**src/rtl/shift_add_multiplier.sv**
```systemverilog
// Sequential unsigned shift-add multiplier: one WIDTH-bit add per cycle, 2*WIDTH-bit product.
// Optional SHIFT_ADD_MULT_ZERO_SKIP_EN: a zero operand finishes straight from IDLE.
module shift_add_multiplier #(
    parameter int WIDTH = 32
) (
    input  logic               inp_clk,
    input  logic               inp_rst,
    input  logic               inp_start,
    input  logic [WIDTH-1:0]   inp_A,
    input  logic [WIDTH-1:0]   inp_B,
    output logic               out_busy,
    output logic               out_done,
    output logic [2*WIDTH-1:0] out_P
);

    localparam int CW = $clog2(WIDTH) + 1;

    typedef enum logic [1:0] {
        IDLE,
        RUN,
        DONE
    } state_t;

    state_t           state;
    state_t           state_next;
    logic [WIDTH-1:0] mcand;
    logic [WIDTH-1:0] hi;
    logic [WIDTH-1:0] lo;
    logic [WIDTH-1:0] hi_next;
    logic [WIDTH-1:0] lo_next;
    logic [WIDTH:0]   sum;
    logic [CW-1:0]    count;
    logic             last_iter;
    logic             zero_op;

`ifdef SHIFT_ADD_MULT_ZERO_SKIP_EN
    assign zero_op = (inp_A == '0) || (inp_B == '0);
`else
    assign zero_op = 1'b0;
`endif

    // The add's carry-out lands in the MSB of hi after the shift, so no separate carry flop is kept.
    always_comb begin
        sum       = {1'b0, hi};
        if (lo[0]) begin
            sum = {1'b0, hi} + {1'b0, mcand};
        end
        hi_next   = sum[WIDTH:1];
        lo_next   = {sum[0], lo[WIDTH-1:1]};
        last_iter = (count == CW'(WIDTH - 1));
    end

    always_ff @(posedge inp_clk or posedge inp_rst) begin
        if (inp_rst) begin
            state <= IDLE;
        end else begin
            state <= state_next;
        end
    end

    always_comb begin
        state_next = state;
        case (state)
            IDLE: begin
                if (inp_start) begin
                    state_next = zero_op ? DONE : RUN;
                end
            end
            RUN: begin
                if (last_iter) begin
                    state_next = DONE;
                end
            end
            DONE:    state_next = IDLE;
            default: state_next = IDLE;
        endcase
    end

    assign out_busy = (state == RUN);
    assign out_done = (state == DONE);

    always_ff @(posedge inp_clk or posedge inp_rst) begin
        if (inp_rst) begin
            mcand <= '0;
            hi    <= '0;
            lo    <= '0;
            count <= '0;
            out_P <= '0;
        end else begin
            case (state)
                IDLE: begin
                    if (inp_start) begin
                        mcand <= inp_A;
                        lo    <= inp_B;
                        hi    <= '0;
                        count <= '0;
                        if (zero_op) begin
                            out_P <= '0;
                        end
                    end
                end
                RUN: begin
                    hi    <= hi_next;
                    lo    <= lo_next;
                    count <= count + 1'b1;
                    if (last_iter) begin
                        out_P <= {hi_next, lo_next};
                    end
                end
                default: begin
                end
            endcase
        end
    end

endmodule
```
**config.mk**
```make
export PLATFORM = sky130hd
export DESIGN_NAME = shift_add_multiplier
export DESIGN_NICKNAME = d
export VERILOG_FILES = /design/src/rtl/shift_add_multiplier.sv
export SDC_FILE = /design/constraint.sdc
export NUM_CORES = 1
export LEC_CHECK = 0
export BUFFER_PORTS_ARGS = -buffer_cell sky130_fd_sc_hd__buf_2
export CORE_ASPECT_RATIO = 1.5
export CORE_UTILIZATION = 50
export DETAILED_ROUTE_END_ITERATION = 8
export GPL_ROUTABILITY_DRIVEN = 0
export PLACE_DENSITY = 0.72
export SYNTH_ARGS = -nofsm -noshare
export SYNTH_HDL_FRONTEND = slang
export SYNTH_SLANG_ARGS = --single-unit
```
**constraint.sdc**
```tcl
create_clock -name inp_clk -period 12.4 [get_ports inp_clk]
set_input_delay 0.62 -clock inp_clk [delete_from_list [all_inputs] [get_ports inp_clk]]
set_output_delay 0.62 -clock inp_clk [all_outputs]
set_load 0.01 [all_outputs]
```
# Word-level counts from Yosys, hierarchy flattened
# Index checks and enable logic that the tools add are counted.
# op_classes
n_addsub,2
eq_ne,5
muxes,10
n_reduce_logical,6
# op_table
op,n
$pmux 32 s2,2
$mux 32,2
$add 32x32->33,1
$mux 33,1
$pmux 6 s2,1
$reduce_and 2->1,4
$add 6x1->6 const B,1
$eq 6x5->1 const B,1
$mux 6,1
$mux 2,2
$pmux 2 s2,1
$eq 2x1->1 const B,1
$eq 2x2->1 const B,1
$logic_not 2->1,1
$ne 2x1->1 const B,1
$ne 2x2->1 const B,1
$reduce_bool 2->1,1
# totals
ff_bits,168
output_inout_bits,66
elab_cells,29

# Depth between registers and ports, before layout
# depth
depth_word,3
depth_mapped,10

# Worst setup path after synthesis
# Ideal clock, no wire load.
# synth_path
path_kind,flip-flop to flip-flop
startpoint,reg hi[0]
endpoint,reg out_P[57]
setup_ns,0.129
arrival_ns,2.726
slack_ns,9.545
stages_incl_launch_ff,11
period_less_slack_ns,2.855
cell_sequence,dfrtp_1 -> ha_1 -> fa_1 -> a21o_1 -> a221o_1 -> a211oi_4 -> a2111oi_1 -> or2_1 -> a211o_1 -> a31oi_2 -> o21ai_1
# synth_between
elab_chain_len,2
# synth_lines
item,line,rtl
start: declaration,27,logic [WIDTH-1:0] hi;
start signal: assignment,103,hi <= hi_next;
$add 32x32->33,46,"sum = {1'b0, hi} + {1'b0, mcand};"
$mux 33,45,if (lo[0]) begin
end signal: assignment,107,"out_P <= {hi_next, lo_next};"
end: declaration,13,output logic [2*WIDTH-1:0] out_P
# No other way between the ends.
# A chain may end at the register's enable or synchronous reset.

# Worst setup path after layout
# layout_path
startpoint,reg state[0]
endpoint,reg out_P[0]
# layout_between
elab_chain_len,2
# layout_lines
item,line,rtl
start: declaration,24,state_t state;
start signal: assignment,57,state <= state_next;
$eq 2x1->1,90,case (state)
$reduce_and 2->1 (no line),--,
# No other way between the ends.

==> metrics <==
Critical Path RT 12.77 ns; drt pass-1 iters 5; Post-synth ARST share 100.0%; reg2reg setup slack 8.71 ns; cell area after layout 10,030 um^2; critical path capture point out_P[0]; io pins 133; Highest Clock Rate 0.2710 GHz; Worst Max-Slew Pin Slew 1.005 ns; Max Slew Vio Count 0; P_leak 5.035 nW; setup TNS 0 ns; final worst-path cycle share 29.76%; WL per Instance 16.15 um; Synth-to-Final Area Change 15.69%; synth top area cells dfrtp_1, nand2_1, o21ai_0, ha_1, mux2_2; r2r worst-path depth 7; Gate power share 47.8%; Worst setup EP type register; number of synthesized flops with an enable pin 0; drc violations 0; vias in the first global route 6,915; Avg Inst Size Synth 9.389 um^2; most frequent cells after synthesis nand2_1, dfrtp_1, o21ai_0, a21oi_1, clkbuf_1; Worst-path clk slew 0.08 ns; CTS sink count 168; core area 16,840 um^2; CP Class register to register; Die W 109.5 um; peak supply drop 0.1575 mV; RR Startpoint state[0]; Rows 58; root buffer cell clkbuf_16; RSZ-0062 raised after global routing no; Mapped Area 8666 um^2; largest net degree at the start of global routing 95; PD cells 286.5 nW/um^2; Tmin final 3.690 ns; Netlist cell types 58; Synthesized Nets 1,024; I/O Buffers 132; cell with the most instances after synthesis nand2_1; post-synthesis cell count 923; fin nets 1,126; Post-synth top flop dfrtp_1; Max-slew headroom 33.01%; CP arrival 4.06 ns; Vert. Die Dim 163.2 um; CTS H-tree lvls 4; synthesized flop and latch total 168; sequential fraction of the synthesis area 48.51%; Sw Ratio 42.39%; CTS tree yes; first-pass GRT wire length 33,560 um; status completed; startpoint types register; Final Hold Viols 0; initial antenna violation count 1; layout cells sized above 1 20.62%; Post-CTS Setup Inserts 0; Hold/Removal Path Class input pin to asynchronous set/reset pin; area share of the largest cell type after synthesis 48.51%; dpl hpwl 13,690 um; ANT nets after route 0; clock tree buffer depth 2; Remaining Overflow, GRT 0; max cap viols 0; Setup Skew 0.01390 ns; routed vias 7,029; power share of the clock group 18.1%; Die Area 17,870 um^2; Hold Buf Count CTS 0; Post-CTS Resized 0; placed cell area 9440 um^2; TritonCTS Buffers 17; synth warn 0; r2r endpoint out_P[0]; critical path peak fanout 94; total length of routed wires 20,180 um; Finish-stage setup viols 0; Total GRT Usage 24.13%; Avg Vias per Cell 5.628; Initial Util 51.47%; Flop pwr share 34.1%; Iteration-0 DRC Markers 287; Internal Power 1.654 mW; Critical Path Start state[0]; top cell type by total area after synthesis dfrtp_1; worst skew pair latency 0.43 ns; sw power 1.218 mW
-- area by class of cell --
type | count | area, um^2
Antenna cell | 1 | 2.502
Clock buffer | 17 | 425.4
Clock inverter | 15 | 157.7
Fill cell | 1489 | 6810
Inverter | 7 | 31.28
Multi-Input combinational cell | 692 | 4228
Sequential cell | 168 | 4205
Tap cell | 210 | 262.8
Timing Repair Buffer | 139 | 713.2
-- worst min-delay path by stage --
stage	start	slack, ns	endpoint
2_1_floorplan	count[5]	0.46	count[5]
3_3_place_gp	out_P[26]	0.46	out_P[26]
3_5_place_dp	out_P[14]	0.46	out_P[14]
4_1_cts	inp_rst	0.36	out_P[8]
5_1_grt	inp_rst	0.41	out_P[36]
6_report	inp_rst	0.33	mcand[7]
-- state kept, by name (all words and copies together) (netlist names) --
| register | flops |
|---|---|
| hi | 32 |
| count | 6 |
| mcand | 32 |
| out_P | 64 |
| lo | 32 |
| state | 2 |
-- cells in the final DEF (no fill, tap or decap), drive strengths merged, types with 4 or more instances in the layout --
cell type,count
and3b,31
nor3b,4
xor2,8
o21ai,106
nor2b,6
nor3,4
xnor2,17
and3,10
nand4,6
mux2i,24
mux2,33
ha,33
buf,139
clkinv,6
inv,14
nand2,220
nor2,30
nand3,10
a21oi,73
a31oi,4
nand2b,4
clkbuf,17
a21o,12
a211oi,4
a211o,5
dfrtp,168
-- routing by layer --
metal	GRT usage [%]	vias up	part of all wire (%)
met1	30.02	3380	42
met2	42.00	164	53
met3	4.230	27	3.6
li1	-	3458	-
met4	7.758	0	1.8
met5	0	-	0
-- critical path, cell delays in order (launching register included) --
cell	delay (ns)
dfrtp_2	1.02
nand2b_1	0.10
buf_4	0.29
or4_4	0.96
inv_1	0.62
buf_4	0.40
nand2_1	0.10
nand2_1	0.07
-- logic make-up (layout without fill, tap and decap cells) --
group,count (synthesis),in the layout,share of synthesized area [%]
and+or+nand+nor,337,337,17.92
AOI/OAI and AO/OA,239,239,16.19
DFF,168,168,48.51
buffers and inverters,63,178,2.801
muxes,57,57,7.060
adders and majority gates,34,34,4.996
xor gates and xnor gates,25,25,2.527
other,0,1,0
-- power by group through the flow --
stage / logic [mW] / registers (mW) / clock network, mW
after floorplan: 1.03 / 0.957 / 0
after global placement: 1.33 / 0.984 / 0
after detailed placement: 1.37 / 0.988 / 0
after CTS: 1.38 / 0.982 / 0.529
after global routing: 1.55 / 1.01 / 0.550
final: 1.37 / 0.980 / 0.521
-- metrics by stage --
step	hold slack (ns)	total power, mW	cells	util (%)	worst slack [ns]
detailed placement	0.4616	2.356	1216	56.07	8.699
floorplan	0.4592	1.988	923	-	7.233
finish	0.3312	2.872	1249	59.55	8.710
CTS	0.3615	2.888	1248	59.53	8.700
global route	0.4113	3.111	1248	59.53	8.347
global placement	0.4567	2.312	1216	56.07	8.777
Power figures use the tool's default switching activity.
